`config.mk`:
```
export PLATFORM = sky130hd
export DESIGN_NAME = fetch_sequencer
export DESIGN_NICKNAME = d
export VERILOG_FILES = /design/src/rtl/fetch_pkg.sv /design/src/rtl/fetch_sequencer_sync_fifo.sv /design/src/rtl/fetch_sequencer.sv
export SDC_FILE = /design/constraint.sdc
export NUM_CORES = 1
export LEC_CHECK = 0
export CORE_ASPECT_RATIO = 0.7
export CORE_MARGIN = 5
export CORE_UTILIZATION = 50
export CTS_BUF_LIST = sky130_fd_sc_hd__clkbuf_4 sky130_fd_sc_hd__clkbuf_8
export DETAILED_ROUTE_END_ITERATION = 12
export HOLD_SLACK_MARGIN = 0.03
export PLACE_DENSITY = 0.81
export SYNTH_ARGS = -nofsm -noshare
export SYNTH_HDL_FRONTEND = slang
export SYNTH_SLANG_ARGS = --single-unit
```
`constraint.sdc`:
```
create_clock -name clk -period 3.1 [get_ports clk]
set_clock_uncertainty 0.15 [all_clocks]
set_input_delay 0.775 -clock clk [delete_from_list [all_inputs] [get_ports clk]]
set_output_delay 0.775 -clock clk [all_outputs]
set_load 0.01 [all_outputs]
```
`src/rtl/fetch_pkg.sv`:
```
// -----------------------------------------------------------------------------
// fetch_pkg
// Shared constants for the instruction fetch path: word size, PC step, the
// PC bit slice that forms the ROM word index, and the default reset PC.
// -----------------------------------------------------------------------------
package fetch_pkg;

    localparam int unsigned WORD_BYTES   = 4;
    localparam int unsigned PC_INCREMENT = 4;

    // Byte-offset bits inside one instruction word.
    localparam int unsigned OFFSET_BITS  = $clog2(WORD_BYTES);

    // ROM word index = PC[ROM_IDX_MSB:ROM_IDX_LSB].
    localparam int unsigned ROM_IDX_MSB  = 16;
    localparam int unsigned ROM_IDX_LSB  = 2;

    localparam logic [31:0] DEFAULT_RESET_PC = 32'h0040_0000;

endpackage : fetch_pkg

```
`src/rtl/fetch_sequencer_sync_fifo.sv`:
```
// -----------------------------------------------------------------------------
// sync_fifo
// Single-clock FIFO with registered storage and a synchronous flush.
// The head entry (rdata_o) is read directly from storage at the read pointer.
//
// Ports:
//   clk      in   rising-edge clock
//   reset    in   asynchronous active-low reset
//   push_i   in   write wdata_i (ignored when full unless popping the same cycle)
//   pop_i    in   discard head entry (ignored when empty)
//   flush_i  in   empty the FIFO, reset both pointers; overrides push/pop
//   wdata_i  in   entry to write
//   rdata_o  out  head entry
//   count_o  out  number of stored entries
//   full_o   out  count_o == DEPTH
//   empty_o  out  count_o == 0
// -----------------------------------------------------------------------------
module sync_fifo #(
    parameter  int unsigned WIDTH = 64,
    parameter  int unsigned DEPTH = 2,
    localparam int unsigned PTR_W = (DEPTH > 1) ? $clog2(DEPTH) : 1,
    localparam int unsigned CNT_W = $clog2(DEPTH + 1)
) (
    input  logic             clk,
    input  logic             reset,
    input  logic             push_i,
    input  logic             pop_i,
    input  logic             flush_i,
    input  logic [WIDTH-1:0] wdata_i,
    output logic [WIDTH-1:0] rdata_o,
    output logic [CNT_W-1:0] count_o,
    output logic             full_o,
    output logic             empty_o
);

    logic [WIDTH-1:0] mem_q [DEPTH];
    logic [PTR_W-1:0] wptr_q, wptr_d;
    logic [PTR_W-1:0] rptr_q, rptr_d;
    logic [CNT_W-1:0] count_q, count_d;

    logic push_ok;
    logic pop_ok;

    assign full_o  = (count_q == CNT_W'(DEPTH));
    assign empty_o = (count_q == '0);
    assign count_o = count_q;
    assign rdata_o = mem_q[rptr_q];

    // A full FIFO may still accept a write when the head leaves the same cycle:
    // the write lands in the slot being vacated.
    assign pop_ok  = pop_i & ~empty_o;
    assign push_ok = push_i & (~full_o | pop_ok);

    // NOTE: every signal assigned in always_comb gets a default first, so no
    // path through the block leaves it unassigned and no latch is inferred.
    always_comb begin
        wptr_d  = wptr_q;
        rptr_d  = rptr_q;
        count_d = count_q;
        if (flush_i) begin
            wptr_d  = '0;
            rptr_d  = '0;
            count_d = '0;
        end else begin
            // DEPTH is a power of two, so pointers wrap by natural overflow.
            if (push_ok) wptr_d = wptr_q + PTR_W'(1);
            if (pop_ok)  rptr_d = rptr_q + PTR_W'(1);
            if (push_ok && !pop_ok)      count_d = count_q + CNT_W'(1);
            else if (!push_ok && pop_ok) count_d = count_q - CNT_W'(1);
        end
    end

    // NOTE: state registers use non-blocking assignments so every flop samples
    // the pre-edge values regardless of block ordering.
    always_ff @(posedge clk or negedge reset) begin
        if (!reset) begin
            wptr_q  <= '0;
            rptr_q  <= '0;
            count_q <= '0;
        end else begin
            wptr_q  <= wptr_d;
            rptr_q  <= rptr_d;
            count_q <= count_d;
        end
    end

    // NOTE: storage is reset because the head entry is visible on the outputs
    // and must read as zero out of reset; for a small FIFO this is cheap.
    always_ff @(posedge clk or negedge reset) begin
        if (!reset) begin
            for (int i = 0; i < int'(DEPTH); i++) mem_q[i] <= '0;
        end else if (push_ok && !flush_i) begin
            mem_q[wptr_q] <= wdata_i;
        end
    end

endmodule : sync_fifo

```
`src/rtl/fetch_sequencer.sv`:
```
// -----------------------------------------------------------------------------
// fetch_sequencer
// Owns the fetch PC, reads the combinational ROM at that PC, and buffers each
// {PC, instruction} pair in a prefetch FIFO presented to decode as a
// valid/ready stream. A redirect flushes the FIFO and restarts fetch.
//
// Ports:
//   clk                in   rising-edge clock
//   reset              in   asynchronous active-low reset
//   Enable_i           in   allow new fetches (FIFO drains regardless)
//   Redirect_i         in   restart fetch at Redirect_Addr_i (highest priority)
//   Redirect_Addr_i    in   new fetch byte address (low bits dropped)
//   Mem_Address_o      out  ROM byte address = fetch PC
//   Mem_Instruction_i  in   ROM data for Mem_Address_o, same cycle
//   Instr_Valid_o      out  head entry valid
//   Instr_Ready_i      in   decode takes the head entry this cycle
//   Instr_o            out  head instruction
//   Instr_PC_o         out  PC of head instruction
//   Misaligned_o       out  pulse: previous redirect address had offset bits set
//   Out_Of_Range_o     out  fetch PC is past the last ROM word; fetch halted
// -----------------------------------------------------------------------------
module fetch_sequencer
    import fetch_pkg::*;
#(
    parameter int unsigned          DATA_WIDTH   = 32,
    parameter int unsigned          MEMORY_DEPTH = 32,
    parameter int unsigned          FIFO_DEPTH   = 2,
    parameter logic [DATA_WIDTH-1:0] RESET_PC    = DATA_WIDTH'(DEFAULT_RESET_PC)
) (
    input  logic                  clk,
    input  logic                  reset,
    input  logic                  Enable_i,
    input  logic                  Redirect_i,
    input  logic [DATA_WIDTH-1:0] Redirect_Addr_i,
    output logic [DATA_WIDTH-1:0] Mem_Address_o,
    input  logic [DATA_WIDTH-1:0] Mem_Instruction_i,
    output logic                  Instr_Valid_o,
    input  logic                  Instr_Ready_i,
    output logic [DATA_WIDTH-1:0] Instr_o,
    output logic [DATA_WIDTH-1:0] Instr_PC_o,
    output logic                  Misaligned_o,
    output logic                  Out_Of_Range_o
);

    localparam int unsigned CNT_W = $clog2(FIFO_DEPTH + 1);

    logic [DATA_WIDTH-1:0]   fetch_pc_q, fetch_pc_d;
    logic                    misaligned_q;

    logic [2*DATA_WIDTH-1:0] fifo_head;
    logic [CNT_W-1:0]        fifo_count;
    logic                    fifo_full;
    logic                    fifo_empty;

    logic pop;
    logic push;
    logic out_of_range;

    assign out_of_range   = 32'(fetch_pc_q[ROM_IDX_MSB:ROM_IDX_LSB]) >= MEMORY_DEPTH;
    assign Out_Of_Range_o = out_of_range;
    assign Mem_Address_o  = fetch_pc_q;
    assign Misaligned_o   = misaligned_q;

    assign Instr_Valid_o  = (fifo_count != '0);
    assign Instr_PC_o     = fifo_head[2*DATA_WIDTH-1:DATA_WIDTH];
    assign Instr_o        = fifo_head[DATA_WIDTH-1:0];

    assign pop  = ~fifo_empty & Instr_Ready_i;
    // A redirect suppresses the push: the word at the old PC is already stale.
    assign push = Enable_i & ~Redirect_i & ~out_of_range & (~fifo_full | pop);

    always_comb begin
        fetch_pc_d = fetch_pc_q;
        if (Redirect_i) begin
            fetch_pc_d = {Redirect_Addr_i[DATA_WIDTH-1:OFFSET_BITS], {OFFSET_BITS{1'b0}}};
        end else if (push) begin
            fetch_pc_d = fetch_pc_q + DATA_WIDTH'(PC_INCREMENT);
        end
    end

    always_ff @(posedge clk or negedge reset) begin
        if (!reset) begin
            fetch_pc_q   <= RESET_PC;
            misaligned_q <= 1'b0;
        end else begin
            fetch_pc_q   <= fetch_pc_d;
            misaligned_q <= Redirect_i & (|Redirect_Addr_i[OFFSET_BITS-1:0]);
        end
    end

    sync_fifo #(
        .WIDTH (2 * DATA_WIDTH),
        .DEPTH (FIFO_DEPTH)
    ) u_prefetch (
        .clk     (clk),
        .reset   (reset),
        .push_i  (push),
        .pop_i   (pop),
        .flush_i (Redirect_i),
        .wdata_i ({fetch_pc_q, Mem_Instruction_i}),
        .rdata_o (fifo_head),
        .count_o (fifo_count),
        .full_o  (fifo_full),
        .empty_o (fifo_empty)
    );

endmodule : fetch_sequencer

```
# [Word level (Yosys, flattened, before mapping)]
# Cells that the tools add are included.
[totals] ff_bits=165 in_bits=69 out_inout_bits=99 elab_cells=61
[op_classes] add_sub_neg=5 n_lt_le_gt_ge=4 eq_ne=1 n_mux=15 bitwise_logic=15 n_reduce_logical=14
[ops] cell="$mux W64" count=4
[ops] cell="$bwmux W128" count=1
[ops] cell="$demux W64 S1" count=1
[ops] cell="$mux W32" count=2
[ops] cell="$add A32 B3 Y32 const B" count=1
[ops] cell="$ge A15 B6 Y1 const B" count=1
[ops] cell="$reduce_bool A2 Y1" count=4
[ops] cell="$and A1 B1 Y1" count=7
[ops] cell="$mux W2" count=3
[ops] cell="$ge A2 B2 Y1 const B" count=2
[ops] cell="$logic_and A1 B1 Y1" count=4
[ops] cell="$mux W1" count=4
[ops] cell="$not A1 Y1" count=4
[ops] cell="$not A1 Y2" count=2
[ops] cell="$logic_not A1 Y1" count=3
[ops] cell="$reduce_bool A3 Y1" count=1
[ops] cell="$add A1 B1 Y1 const B" count=2
[ops] cell="$add A2 B1 Y2 const B" count=1
[ops] cell="$eq A2 B2 Y1 const B" count=1
[ops] cell="$logic_not A2 Y1" count=1
[ops] cell="$lt A2 B1 Y1 const B" count=1
[ops] cell="$or A1 B1 Y1" count=2
[ops] cell="$reduce_or A2 Y1" count=1
[ops] cell="$sub A2 B1 Y2 const B" count=1

# [Depth between registers and ports, before layout]
# Gate-level depths: netlist of run 1.
[logic_depth] depth_word=11 ltp_mapped=7 depth_no_buf=5

# [Cells and area by module]
# A second synthesis of run 1 with hierarchy kept.
[unflattened] cells_unflattened=470 area_unflattened_um2=7298.2
[modules_own_cells] module="sync_fifo" instances=1 cells_per_inst=365 area_each_um2=5914.4 seq_area_each_um2=3303.2
[modules_own_cells] module="fetch_sequencer" instances=1 cells_per_inst=105 area_each_um2=1383.8 seq_area_each_um2=777.0

# [Least setup slack after synthesis of run 1]
# No wires, ideal clock.
[synth_timing] kind="input port to flip-flop" startpoint="input Redirect_i" endpoint="register u_prefetch.mem_q[100] (netlist bit)" setup_time_ns=0.125 t_arrival_ns=2.672 required_time_ns=2.825 path_slack_ns=0.153 stages=7 n_path_buf=3 path_cell_list="buf_2 > or4b_4 > or4_1 > buf_6 > nor2_8 > buf_12 > mux2_4"
[synth_between] elab_chain_len=6 elab_cells_between_ends=7 classes_between="bitwise: 5; reduce/logical: 2"
[synth_rtl] element="start: declaration" line="fetch_sequencer.sv:33" rtl="input logic Redirect_i,"
[synth_rtl] element="$not A1 Y1" line="fetch_sequencer.sv:70" rtl="assign push = Enable_i & ~Redirect_i & ~out_of_range & (~fifo_full | pop);"
[synth_rtl] element="$and A1 B1 Y1 (3 in a row)" line="fetch_sequencer.sv:70"
[synth_rtl] element="$and A1 B1 Y1" line="fetch_sequencer_sync_fifo.sv:52" rtl="assign push_ok = push_i & (~full_o | pop_ok);"
[synth_rtl] element="$logic_and A1 B1 Y1 *" line="fetch_sequencer_sync_fifo.sv:92" rtl="end else if (push_ok && !flush_i) begin"
[synth_rtl] element="end signal: indexed assignment" line="fetch_sequencer_sync_fifo.sv:93" rtl="mem_q[wptr_q] <= wdata_i;"
[synth_rtl] element="end: declaration" line="fetch_sequencer_sync_fifo.sv:36" rtl="logic [WIDTH-1:0] mem_q [DEPTH];"
# Mark *: on every way between the ends. The rest lies on a longest branch, timed or not.
# A chain may end at the register's enable or synchronous reset.

# [Worst setup path in the final report of run 1]
[layout_timing] startpoint="register u_prefetch.rptr_q" endpoint="output Instr_PC_o[5]"
[layout_between] elab_chain_len=4
[layout_rtl] element="start: declaration" line="fetch_sequencer_sync_fifo.sv:38" rtl="logic [PTR_W-1:0] rptr_q, rptr_d;"
[layout_rtl] element="start signal: assignment" line="fetch_sequencer_sync_fifo.sv:82" rtl="rptr_q <= rptr_d;"
[layout_rtl] element="$not A1 Y2 (implied by the code)" line="fetch_sequencer_sync_fifo.sv:47" rtl="assign rdata_o = mem_q[rptr_q];"
[layout_rtl] element="$mux W64 (implied by the code) (3 in a row)" line="fetch_sequencer_sync_fifo.sv:47"
[layout_rtl] element="end: declaration" line="fetch_sequencer.sv:40" rtl="output logic [DATA_WIDTH-1:0] Instr_PC_o,"
# No other way between the ends. The select of a mux whose other input is x is not followed.

==> results.cfg, run 1 <==
[status]
status = finished clean

[yosys]
yosys-top-cells-count = 158 x dfrtp_1, 127 x mux2_2, 40 x mux2_4
synth-async-reset-ratio_pct = 100
synth.most_common_cell = dfrtp_1
syn_inst = 463
yosys_warnings = 0
syn_area_sq_um = 7010
synth_top_cell_by_area = dfrtp_1
synth_area_leaders = dfrtp_1 56%, mux2_2 20%, mux2_4 8.6%
synth_edf_count = 0
postSynthAreaPerCell_sq_um = 15.1
ys_seq_area_share_pct = 56.8
synth_seq_cells = 159
yosysTopAreaCellShare_pct = 56.4
post_synth_num_cell_types = 40
synth_ff_type = dfrtp_1

[route]
post_drt_wl_per_cell_um = 18.0
vias = 4295
drc = 0
vias_per_cell = 5.09
top_layer_used = met4
firstDrtPassIters = 4
first_iter_violations = 181
dr_wl_met3_um = 760
postRouteAntennaNets = 0
drt-total-wl_um = 15200
met1_length_um = 7120
routed-wl-met2_um = 7170

[finish]
drive_gt1_share_pct = 35.8
register_area_sq_um = 3980
fillers = 996
area_delta_synth_final_pct = 33.1
multi_input_area_sq_um = 2820
n_antenna_cell = 0
fin_nets = 712
fin_area_sq_um = 9320

[power_and_ir_drop]
p_leak_nw = 4.34
finalPower_mw = 4.18
ir_drop_v = 0.000283
power_density_nw_per_um2 = 448

[floorplanning]
core_sq_um = 13800
ios = 168
fp-row-count = 36
die_x_um = 151
start_util_pct = 50.7
dieArea_sq_um = 16500
die-height_um = 109

[cts]
ctsRootBufferMaster = clkbuf_8
clkSlewWorstSetupHoldPaths_ns = 0.10
insertion_delay_ns = 0.44
cts_hold_buf = 0
cts_max_level = 4
cts_num_sinks = 159
cts_tree = done
cts_made_buffers = 17
clk_path_buf_depth = 2

[worst_setup_path]
worstPathCellList = buf_4 -> mux2_2 -> clkdlybuf4s50_1
rrSetupSlack_ns = 0.32
crit_fanout = 24
endpoint_kind = output pin
critical_path_class = register to output pin
critPathArrivalTime_ns = 2.06
crit_slowest_cell = clkdlybuf4s50_1
required_ns = 2.17
cp_slowest_stage_delay_ns = 0.51
startpoint_type = register

[placement]
dpl.hpwl_um = 10500
port_buffers = 163
gp_congestion = 0.768
place_area_sq_um = 8900
dpl_worst_slack_ns = -0.151

[global_route]
grt_pass1_vias = 4648
grt_usage_pct = 18.9
antenna_found_initial = 0
grt_pass1_wl_um = 24100
grt_max_degree = 67
grt_overflow_total = 0

[sta]
slew_viol_final = 0
fmaxAchievable_ghz = 0.335
fin_crit_ns = 2.99
rsz0062_at_grt = false
fin_crit_sh_pct = 96.4
slew_headroom_pct = 64.1
setup_viol = 0
worstMarginPinSlew_ns = 0.538
setup_ws_ns = 0.112
tns_ns = 0
hold_viol_final = 0

[min_path]
hold_path.class = primary input to async pin

[flow_run]
drv_cap = 0
## kinds of logic (layout without fill, tap and decap cells)
logic type      Yosys count  after routing  share of synthesized area, %
xor+xnor                  2              2                         0.250
flops                   159            159                          56.8
buf+inv                  32            220                          3.07
compound gates           15             15                          1.25
fa+ha+maj                 2              2                         0.357
other cells               1              4                        0.0535
simple gates             62             62                          5.55
mux                     190            190                          32.6
## where the power goes
part	internal (mW)	switching, mW
Sequential	2.14	0.0630
Clock	0.687	0.836
Combinational	0.282	0.172
## worst max-delay path: cells and delay by family (launching register included)
kind | cells | cell delay [ns]
buffers and inverters | 2 | 0.84
flip-flops | 1 | 0.39
multiplexers | 1 | 0.38
## state kept, by name, summed over array words and instances (netlist names)
register / cells
Misaligned_o: 1
u_prefetch.count_o: 2
Mem_Address_o: 30
u_prefetch.mem_q: 124
u_prefetch.wptr_q: 1
u_prefetch.rptr_q: 1
## cell type report
type	instances	area share, %
inverter	3	0.121
clock buffer	18	2.66
tap	190	2.55
clock inverter	14	1.54
sequential	159	42.7
multi-input combinational	275	30.3
timing repair buffer	185	20.1
## placed cells by master, fill, tap and decap left out, types with 3 or more instances in the layout
| cell | count |
|---|---|
| o21ai_0 | 8 |
| mux2_4 | 40 |
| dfrtp_1 | 156 |
| buf_12 | 7 |
| nand3_1 | 5 |
| and2_1 | 21 |
| mux2_2 | 127 |
| buf_4 | 15 |
| conb_1 | 4 |
| inv_8 | 3 |
| inv_6 | 6 |
| nor2b_1 | 4 |
| clkbuf_8 | 18 |
| or4_1 | 3 |
| mux2_1 | 21 |
| nand2_1 | 8 |
| clkdlybuf4s50_1 | 160 |
| inv_1 | 3 |
| clkinvlp_4 | 3 |
| nor2_1 | 5 |
## through the flow
step / instances / hold WS (ns) / utilization, %
finish: 844 / 0.129 / 67.4
global route: 844 / 0.136 / 67.4
CTS: 841 / 0.122 / 67.3
detailed placement: 808 / 0.317 / 64.4
global placement: 808 / 0.313 / 64.4
floorplan: 466 / 0.297 / -
## per-layer routing
metal | global-route usage (%) | vias up
li1 | - | 1991
met1 | 26.0 | 2185
met2 | 29.8 | 105
met3 | 5.28 | 14
met4 | 5.05 | 0
met5 | 0 | -
## timing repair
action / CTS / global route
setup endpoints to repair: 1 / 1
setup buffers: 1 / 3
resized for setup: 3 / 2
pin swaps: 0 / 2
hold endpoints to repair: 0 / 0
## final timing paths
path | from | to | cells past startpoint
worst max register to register | Mem_Address_o[13]$_DFFE_PN0P_ | Mem_Address_o[5]$_DFFE_PN0P_ | 6
worst min-delay path | reset | u_prefetch.mem_q[7]$_DFFE_PN0P_ | 1
max in group asynchronous | reset | Mem_Address_o[22]$_DFFE_PN1P_ | 2
worst min register to register | u_prefetch.mem_q[110]$_DFFE_PN0P_ | u_prefetch.mem_q[110]$_DFFE_PN0P_ | 1
min in group clk | u_prefetch.mem_q[110]$_DFFE_PN0P_ | u_prefetch.mem_q[110]$_DFFE_PN0P_ | 1
worst max-delay path | u_prefetch.rptr_q$_DFFE_PN0P_ | Instr_PC_o[5] | 3
Power figures use the tool's default switching activity.
==> run 2: changes to the inputs <==
--- a/config.mk
+++ b/config.mk
@@ -7,11 +7,11 @@
 export LEC_CHECK = 0
 export CORE_ASPECT_RATIO = 0.7
 export CORE_MARGIN = 5
-export CORE_UTILIZATION = 50
+export CORE_UTILIZATION = 25
 export CTS_BUF_LIST = sky130_fd_sc_hd__clkbuf_4 sky130_fd_sc_hd__clkbuf_8
 export DETAILED_ROUTE_END_ITERATION = 12
 export HOLD_SLACK_MARGIN = 0.03
-export PLACE_DENSITY = 0.81
+export PLACE_DENSITY = 0.47
 export SYNTH_ARGS = -nofsm -noshare
 export SYNTH_HDL_FRONTEND = slang
 export SYNTH_SLANG_ARGS = --single-unit
==> run 2 against run 1 <==
Power down 3.1%. Sequential power hardly changed. Critical path type unchanged. Worst setup slack gained 0.026 ns. Core utilization decreased by 33 points. Sequential share of layout area fell by 0.77 points. Cell count rose by 21%. Largest cell class unchanged. Combinational power is essentially flat. Clock power shrank 9%. Routed wire length is 13% higher. Non-clock buffer count down 2. Hold slack about the same.
==> results.cfg, run 2 (synthesis gave the netlist of run 1 again) <==
[status]
status = finished clean

[floorplanning]
fp-row-count = 51
dieArea_sq_um = 31500
die-height_um = 150
core_sq_um = 27700
ios = 168
start_util_pct = 25.3
die_x_um = 210

[sta]
slew_viol_final = 0
setup_viol = 0
fin_crit_sh_pct = 95.5
worstMarginPinSlew_ns = 0.537
hold_viol_final = 0
setup_ws_ns = 0.138
slew_headroom_pct = 64.2
fmaxAchievable_ghz = 0.338
rsz0062_at_grt = false
fin_crit_ns = 2.96

[power_and_ir_drop]
power_density_nw_per_um2 = 427
p_leak_nw = 4.33
sequentialPowerShare_pct = 54.4
pwr-share-clk_pct = 34.4
switchingPower_mw = 0.982
comb_power_share_pct = 11.2
p_sw_share_pct = 24.3
finalPower_mw = 4.05
p_int_mw = 3.07
ir_drop_v = 0.000221

[finish]
fin_nets = 710
drive_gt1_share_pct = 35.0
utilization_pct = 34.3
area_delta_synth_final_pct = 35.5
fin_area_sq_um = 9490
top_register = u_prefetch.mem_q
fin_cells = 1019
n_antenna_cell = 0
layout_commonest_cell = clkdlybuf4s50_1
most-common-layout-cells = 160 x clkdlybuf4s50_1, 157 x dfrtp_1, 127 x mux2_2, 40 x mux2_4
largest_reg_flops = 124

[cts]
ctsRootBufferMaster = clkbuf_8
cts_max_level = 4
cts_made_buffers = 17
cts_hold_buf = 0
insertion_delay_ns = 0.44
clk_path_buf_depth = 2
cts_num_sinks = 159
cts_tree = done
clkSlewWorstSetupHoldPaths_ns = 0.08

[worst_setup_path]
critical_path_class = register to output pin
required_ns = 2.17
startpoint_type = register
crit_fanout = 3
critPathArrivalTime_ns = 2.04
endpoint_kind = output pin

[route]
post_drt_wl_per_cell_um = 16.8
vias_per_cell = 4.17
vias = 4251
first_iter_violations = 106
drc = 0
drt-total-wl_um = 17200
firstDrtPassIters = 6
postRouteAntennaNets = 0

[placement]
port_buffers = 163
gp_congestion = 0.706
dpl_worst_slack_ns = -0.193
place_area_sq_um = 9160
dpl.hpwl_um = 11900
placed_cells = 990

[global_route]
antenna_found_initial = 0
grt_max_degree = 77
grt_overflow_total = 0
grt_usage_pct = 11.4
grt_pass1_vias = 4937
grt_pass1_wl_um = 28000

[min_path]
hold_path.class = primary input to async pin

[flow_run]
drv_cap = 0
[run 2: changes by cell type in the layout (fill, tap and decap cells not counted), sizes merged]
cell	before	now
inv	12	3
clkinv	1	5
buf	25	23
clkbuf	18	20
clkinvlp	3	2
[run 2: path summary, 6_finish.rpt]
path	startpoint	to	slack, ns	cells after the start
min in group clk	u_prefetch.mem_q[45]$_DFFE_PN0P_	u_prefetch.mem_q[45]$_DFFE_PN0P_	0.33	1
setup / recovery	Mem_Address_o[14]$_DFFE_PN0P_	Out_Of_Range_o	0.14	3
hold / removal	reset	Mem_Address_o[17]$_DFFE_PN0P_	0.13	1
setup reg to reg	Mem_Address_o[14]$_DFFE_PN0P_	u_prefetch.mem_q[93]$_DFFE_PN0P_	0.31	6
hold reg to reg	u_prefetch.mem_q[45]$_DFFE_PN0P_	u_prefetch.mem_q[45]$_DFFE_PN0P_	0.33	1
max in group asynchronous	reset	u_prefetch.mem_q[69]$_DFFE_PN0P_	1.88	2
[run 2: worst max-delay path, cell delays in order, from the launching register on]
cell and delay, ns:
dfrtp_1 0.40, or4_4 0.56, or4_1 0.49, buf_2 0.16
[run 2: stage by stage]
step	TNS (ns)	hold slack, ns
2_1_floorplan	0	0.297
3_3_place_gp	-6.06	0.314
3_5_place_dp	-6.79	0.315
4_1_cts	0	0.0949
5_1_grt	0	0.115
6_report	0	0.129
[run 2: area by class of cell]
type / count / area (sq um)
clock inverter: 8 / 70.1
fill: 2726 / 18200
inverter: 3 / 11.3
sequential: 159 / 3980
clock buffer: 20 / 263
multi-input combinational: 275 / 2830
timing repair buffer: 183 / 1870
tap: 371 / 464
[run 2: what timing repair did]
item,CTS,global route
buffers inserted,1,0
endpoints found under the setup margin,1,0
gates resized for setup,4,0
[run 2: routing by layer]
metal / vias up / routed length [um] / track usage, %
met5: - / 0 / 0
met4: 0 / 191 / 3.23
met3: 9 / 728 / 3.31
met2: 71 / 8260 / 18.4
met1: 2192 / 7990 / 15.0
li1: 1979 / - / -
[run 2: power by group through the flow]
stage	clock, mW	combinational [mW]	sequential (mW)
5_1_grt	1.58	0.493	2.21
3_3_place_gp	0	0.456	2.24
4_1_cts	1.49	0.465	2.20
3_5_place_dp	0	0.462	2.24
2_1_floorplan	0	0.143	2.24
6_report	1.39	0.453	2.20
